File: src/rtl/cache_pkg.sv
// Shared constants and types for the cache/memory arbiter.
package cache_pkg;

    localparam int unsigned ADDRW     = 26;
    localparam int unsigned LOG2LINEW = 7;
    localparam int unsigned LINEW     = 1 << LOG2LINEW;
    localparam int unsigned LINEBYTES = LINEW / 8;

    typedef enum logic [1:0] {
        IDLE = 2'd0,
        BUSY = 2'd1,
        DONE = 2'd2
    } arb_state_e;

    typedef struct packed {
        logic                 read;
        logic [ADDRW-1:0]     paddr;
        logic [LINEW-1:0]     wb_line;
        logic [LINEBYTES-1:0] wb_mask;
    } mem_req_t;

    // Bundle one requester's inputs; byte enables are meaningless on a fill, so clear them.
    function automatic mem_req_t make_req(input logic                 read,
                                          input logic [ADDRW-1:0]     paddr,
                                          input logic [LINEW-1:0]     wb_line,
                                          input logic [LINEBYTES-1:0] wb_mask);
        mem_req_t r;
        r.read    = read;
        r.paddr   = paddr;
        r.wb_line = wb_line;
        r.wb_mask = read ? '0 : wb_mask;
        return r;
    endfunction

endpackage

File: src/rtl/arb_rr2.sv
// Combinational 2-way round-robin picker: on a tie the requester not granted last wins.
module arb_rr2 (
    input  logic [1:0] req,
    input  logic       last_grant,
    output logic       valid,
    output logic       winner
);

    // Pick the winner from the current request vector.
    always_comb begin
        valid  = |req;
        winner = (req == 2'b11) ? ~last_grant : req[1];
    end

endmodule

File: src/rtl/cache_mem_arbiter.sv
// Arbitrates the single backing-memory line port between the I-cache (r0) and D-cache (r1).
module cache_mem_arbiter
    import cache_pkg::*;
#(
    parameter int unsigned TIMEOUT = 1023
) (
    input  logic                 clk,
    input  logic                 rst_n,
    input  logic                 r0_req,
    input  logic                 r1_req,
    input  logic                 r0_read,
    input  logic                 r1_read,
    input  logic [ADDRW-1:0]     r0_paddr,
    input  logic [ADDRW-1:0]     r1_paddr,
    input  logic [LINEW-1:0]     r0_wb_line,
    input  logic [LINEW-1:0]     r1_wb_line,
    input  logic [LINEBYTES-1:0] r0_wb_mask,
    input  logic [LINEBYTES-1:0] r1_wb_mask,
    output logic                 r0_ack,
    output logic                 r1_ack,
    output logic [LINEW-1:0]     fill_line,
    output logic                 mem_req,
    output logic                 mem_read,
    output logic [ADDRW-1:0]     mem_paddr,
    output logic [LINEW-1:0]     mem_wb_line,
    output logic [LINEBYTES-1:0] mem_wb_mask,
    input  logic                 mem_ack,
    input  logic [LINEW-1:0]     mem_fill_line,
    output logic                 grant,
    output logic                 busy,
    output logic                 err
);

    localparam int unsigned CNTW = $clog2(TIMEOUT + 1);

    arb_state_e      state_q;
    mem_req_t        mem_q;
    mem_req_t        cand;
    logic [CNTW-1:0] cnt_q;
    logic            last_grant_q;
    logic            pick_valid;
    logic            pick_winner;

    arb_rr2 u_pick (
        .req        ({r1_req, r0_req}),
        .last_grant (last_grant_q),
        .valid      (pick_valid),
        .winner     (pick_winner)
    );

    // Request bundle of whichever cache would win this cycle.
    always_comb begin
        cand = pick_winner ? make_req(r1_read, r1_paddr, r1_wb_line, r1_wb_mask)
                           : make_req(r0_read, r0_paddr, r0_wb_line, r0_wb_mask);
    end

    assign mem_read    = mem_q.read;
    assign mem_paddr   = mem_q.paddr;
    assign mem_wb_line = mem_q.wb_line;
    assign mem_wb_mask = mem_q.wb_mask;
    assign busy        = (state_q != IDLE);

    // Arbitration FSM with registered memory request, acks, fill data and watchdog.
    always_ff @(posedge clk or negedge rst_n) begin
        if (!rst_n) begin
            state_q      <= IDLE;
            mem_q        <= '0;
            mem_req      <= 1'b0;
            r0_ack       <= 1'b0;
            r1_ack       <= 1'b0;
            fill_line    <= '0;
            grant        <= 1'b0;
            last_grant_q <= 1'b1;
            cnt_q        <= '0;
            err          <= 1'b0;
        end else begin
            unique case (state_q)
                IDLE: begin
                    if (pick_valid) begin
                        mem_q   <= cand;
                        mem_req <= 1'b1;
                        grant   <= pick_winner;
                        cnt_q   <= '0;
                        state_q <= BUSY;
                    end
                end
                BUSY: begin
                    if (mem_ack) begin
                        mem_req      <= 1'b0;
                        r0_ack       <= ~grant;
                        r1_ack       <= grant;
                        last_grant_q <= grant;
                        // Writebacks return no data; keep the last fill visible.
                        if (mem_q.read) begin
                            fill_line <= mem_fill_line;
                        end
                        state_q <= DONE;
                    end else if (cnt_q == CNTW'(TIMEOUT)) begin
                        // Memory hung: complete the transaction with zero data and flag it.
                        err       <= 1'b1;
                        mem_req   <= 1'b0;
                        r0_ack    <= ~grant;
                        r1_ack    <= grant;
                        fill_line <= '0;
                        state_q   <= DONE;
                    end else begin
                        cnt_q <= cnt_q + CNTW'(1);
                    end
                end
                DONE: begin
                    r0_ack  <= 1'b0;
                    r1_ack  <= 1'b0;
                    state_q <= IDLE;
                end
                default: state_q <= IDLE;
            endcase
        end
    end

endmodule

File: config.mk
export PLATFORM = sky130hd
export DESIGN_NAME = cache_mem_arbiter
export DESIGN_NICKNAME = d
export VERILOG_FILES = /design/src/rtl/cache_pkg.sv /design/src/rtl/arb_rr2.sv /design/src/rtl/cache_mem_arbiter.sv
export SDC_FILE = /design/constraint.sdc
export NUM_CORES = 1
export LEC_CHECK = 0
export ABC_AREA = 1
export BUFFER_PORTS_ARGS = -buffer_cell sky130_fd_sc_hd__buf_2
export CAP_MARGIN = 20
export CORE_AREA = 2 2 303 305
export CTS_BUF_LIST = sky130_fd_sc_hd__clkbuf_2 sky130_fd_sc_hd__clkbuf_4 sky130_fd_sc_hd__clkbuf_8
export DETAILED_ROUTE_END_ITERATION = 6
export DIE_AREA = 0 0 305 307
export PLACE_DENSITY = 0.47
export SETUP_SLACK_MARGIN = 0.02
export SYNTH_ARGS = -nofsm -noshare
export SYNTH_HDL_FRONTEND = slang
export SYNTH_SLANG_ARGS = --single-unit
File: constraint.sdc
create_clock -name clk -period 2.2 [get_ports clk]
set_clock_uncertainty 0.1 [all_clocks]
set_input_delay 0.33 -clock clk [delete_from_list [all_inputs] [get_ports clk]]
set_output_delay 0.33 -clock clk [all_outputs]
set_load 0.05 [all_outputs]
==> impl_metrics.csv <==
group,metric,value,unit
pwr,powerDensity,1450,nW/um^2
setup_path,crit_arrival,2.45,ns
setup_path,worstReg2RegEnd,"mem_wb_line[104]",
worst_hold_path,hold_depth,4,
yosys,ys_types,25,
detailed_routing,wire_per_inst,17.1,um
die,core-area,90700,um^2
die,die_w,305,um
setup_path,cpLargestDelayFamily,"buffers and inverters",
yosys,yosysSeqAreaShare,0.545,
detailed_routing,ant_nets,0,
sta,drv_slew,0,
yosys,yosysWarnings,0,
worst_hold_path,min-delay-start,"r1_req",
yosys,synth-seq-cells,317,
sta,hold_viol,0,
global_route,grt_pass1_vias,18100,
pwr,p_int,0.0177,W
sta,period_share,0.910,
sta,fmax,499,MHz
global_route,gr-total-overflow,0,
setup_path,cp.required,2.64,ns
setup_path,crit_type,"reg2reg",
die,die_y,307,um
sta,setup_viol,0,
pwr,pwr-share-seq,0.270,
pwr,combPwrFrac,0.555,
setup_path,r2r_slack,0.20,ns
detailed_routing,first_iter_violations,1149,
placed_design,dp_hpwl,48800,um
finish,fillers,9523,
global_route,grt_first_pass_wirelength,107000,um
sta,max_slew_margin,0.586,
global_route,antenna_found_initial,11,
worst_hold_path,min_to,"grant",
setup_path,worstSetupEndpointType,"flop",
sta,rsz0062_at_grt,"no",
clock_network,cts_tree,"built",
clock_network,cts_num_sinks,317,
finish,synthToLayoutAreaGrowth,81.2,%
detailed_routing,drcViolationCount,0,
clock_network,numCtsBuffers,66,
detailed_routing,via_count,17400,
sta,worstMarginPinSlew,0.620,ns
die,pin_count,780,
finish,drive_gt1_frac,0.363,
setup_path,critPathMaxStageDelay,0.38,ns
pwr,swShare,0.537,
finish,final_core_util,0.291,
yosys,syn_area,14600,um^2
detailed_routing,dr.pass1.iters,5,
setup_path,worstPathCellList,"inv_1 -> nand2_2 -> nor2_4 -> buf_12 -> buf_4 -> o21ai_0 -> o21ai_0",
clock_network,htreeDepth,3,
clock_network,post_cts_buffers,0,
yosys,avgSynthCellArea,8.84,um^2
setup_path,worstPathMaxFanout,68,
placed_design,place_congestion,0.845,
setup_path,r2r_cells,7,
worst_hold_path,hold_class,"in2reg",
placed_design,placed_area,20200,um^2
die,core.rowCount,111,
pwr,leakagePower,12.9,nW
global_route,grt_start_max_net_pins,86,
clock_network,clock_latency,0.63,ns
setup_path,r2r-start,"state_q[0]",
finish,final_nets,3368,
yosys,synthCells,1646,
die,start_util,0.160,
run_status,status,"completed",
detailed_routing,wl,70500,um
setup_path,slowest_stage,"dfrtp_1",
sta,fin_hold_ws,0.148,ns
clock_network,clockBufferDepth,3,
pwr,switchingPower,0.0206,W
clock_network,cts_root_buf,"clkbuf_8",
setup_path,critPathBufInv,3,
pwr,peakVddDrop,0.920,mV
run,max-cap-violations,0,
detailed_routing,vias_per_cell,4.20,
clock_network,clkSlewWorstSetupHoldPaths,0.06,ns
pwr,pwr-share-clk,0.176,
die,dieArea,93600,um^2
yosys,synth_nets,2122,
global_route,track_usage,0.145,
setup_path,cp_common_cell,"o21ai_0",
finish,stdcell_area,26400,um^2
sta,fin_crit,2.00,ns
setup_path,startpoint_type,"flop",
placed_design,port_buffers,779,
sta,setup_tns,0,ns
==> worst reg2reg max path, cell delays in order, from the launching register on <==
cell and delay, ns:
dfrtp_1 0.38, inv_1 0.09, nand2_2 0.15, nor2_4 0.25
buf_12 0.29, buf_4 0.33, o21ai_0 0.14, o21ai_0 0.19
==> per-stage QoR <==
step	std cells	total power (W)	setup WS [ns]
2_1_floorplan	1646	0.0245	0.427
3_3_place_gp	3538	0.0310	0.0981
3_5_place_dp	3538	0.0310	0.0887
4_1_cts	4125	0.0388	0.113
5_1_grt	4133	0.0406	0.0783
6_report	4133	0.0383	0.198
==> synthesized netlist by cell type (all sizes together) <==
| library cell | count | area share |
|---|---|---|
| a21oi | 1 | 0.00034 |
| a31oi | 16 | 0.0069 |
| buf | 75 | 0.032 |
| clkbuf | 73 | 0.019 |
| clkinv | 1 | 0.00026 |
| dfrtp | 316 | 0.54 |
| dfstp | 1 | 0.0018 |
| ha | 1 | 0.00086 |
| inv | 16 | 0.0041 |
| mux2 | 1 | 0.00077 |
| nand2 | 331 | 0.086 |
| nand3 | 178 | 0.089 |
| nand4 | 130 | 0.056 |
| nor2 | 186 | 0.050 |
| o21ai | 318 | 0.11 |
| xnor2 | 2 | 0.0012 |
==> worst max-delay path by stage <==
stage                    start               end  slack (ns)  cells past startpoint
floorplan           state_q[0]     mem_paddr[18]        0.43                      8
global placement    state_q[0]  mem_wb_line[104]         0.1                      7
detailed placement  state_q[0]  mem_wb_line[104]        0.09                      7
CTS                 state_q[0]              busy        0.11                      3
global route        state_q[0]  mem_wb_line[104]        0.08                      7
finish              state_q[0]  mem_wb_line[104]        0.20                      7
==> cells in the final DEF (no fill, tap or decap), types with 2 or more instances in the layout <==
cell type and n:
nand2_1 326, nand4_1 129, a31oi_1 16, nand2_2 4, inv_4 2, buf_12 32, dlygate4sd3_1 472, buf_4 45
dfrtp_1 315, o21ai_1 11, nand3_1 97, clkbuf_8 83, nor2_1 183, inv_1 13, o21ai_0 307, nand3_2 80
clkbuf_4 21, clkinv_2 6, diode_2 8, xnor2_1 2, inv_6 4, buf_2 776, nor2_4 3
==> power groups by stage <==
stage	clock [W]	sequential [W]	combinational [W]
2_1_floorplan	0	0.0194	0.00503
3_3_place_gp	0	0.0104	0.0206
3_5_place_dp	0	0.0104	0.0207
4_1_cts	0.00708	0.0103	0.0214
5_1_grt	0.00734	0.0107	0.0226
6_report	0.00674	0.0103	0.0213
==> state kept, by name, indices dropped and copies added (netlist names) <==
name          count
grant             1
mem_read          1
fill_line       128
err               1
mem_req           1
r1_ack            1
mem_paddr        26
cnt_q            10
mem_wb_line     128
r0_ack            1
state_q           2
last_grant_q      1
mem_wb_mask      16
==> cell type report <==
class	count	area, um^2	share of cell area
Timing Repair Buffer	1326	9600	0.364
Tap cell	1186	1480	0.0563
Inverter	17	73.8	0.00280
Clock buffer	104	1300	0.0493
Sequential cell	317	7940	0.301
Clock inverter	11	97.6	0.00370
Antenna cell	8	20.0	0.000759
Multi-Input combinational cell	1164	5850	0.222
==> layer usage <==
metal  wire [um]  vias to the layer above  GRT usage
li1            -                     8148          -
met1       29600                     8251      0.175
met2       33600                      779      0.243
met3        4830                      174     0.0381
met4        2500                        0     0.0602
met5           0                        -          0
==> what timing repair did <==
action                                 CTS  global route
setup endpoints to repair                1             0
hold buffers                           472             0
endpoints found under the hold margin  616             0
gates resized for setup                  2             0
==> cell families after synthesis <==
group / share of synthesized area
adders and majority gates: 0.000860
AOI/OAI and AO/OA: 0.117
muxes: 0.000774
xor gates and xnor gates: 0.00120
buffers and inverters: 0.0548
DFF: 0.545
and+or+nand+nor: 0.281
Power figures use the tool's default switching activity.
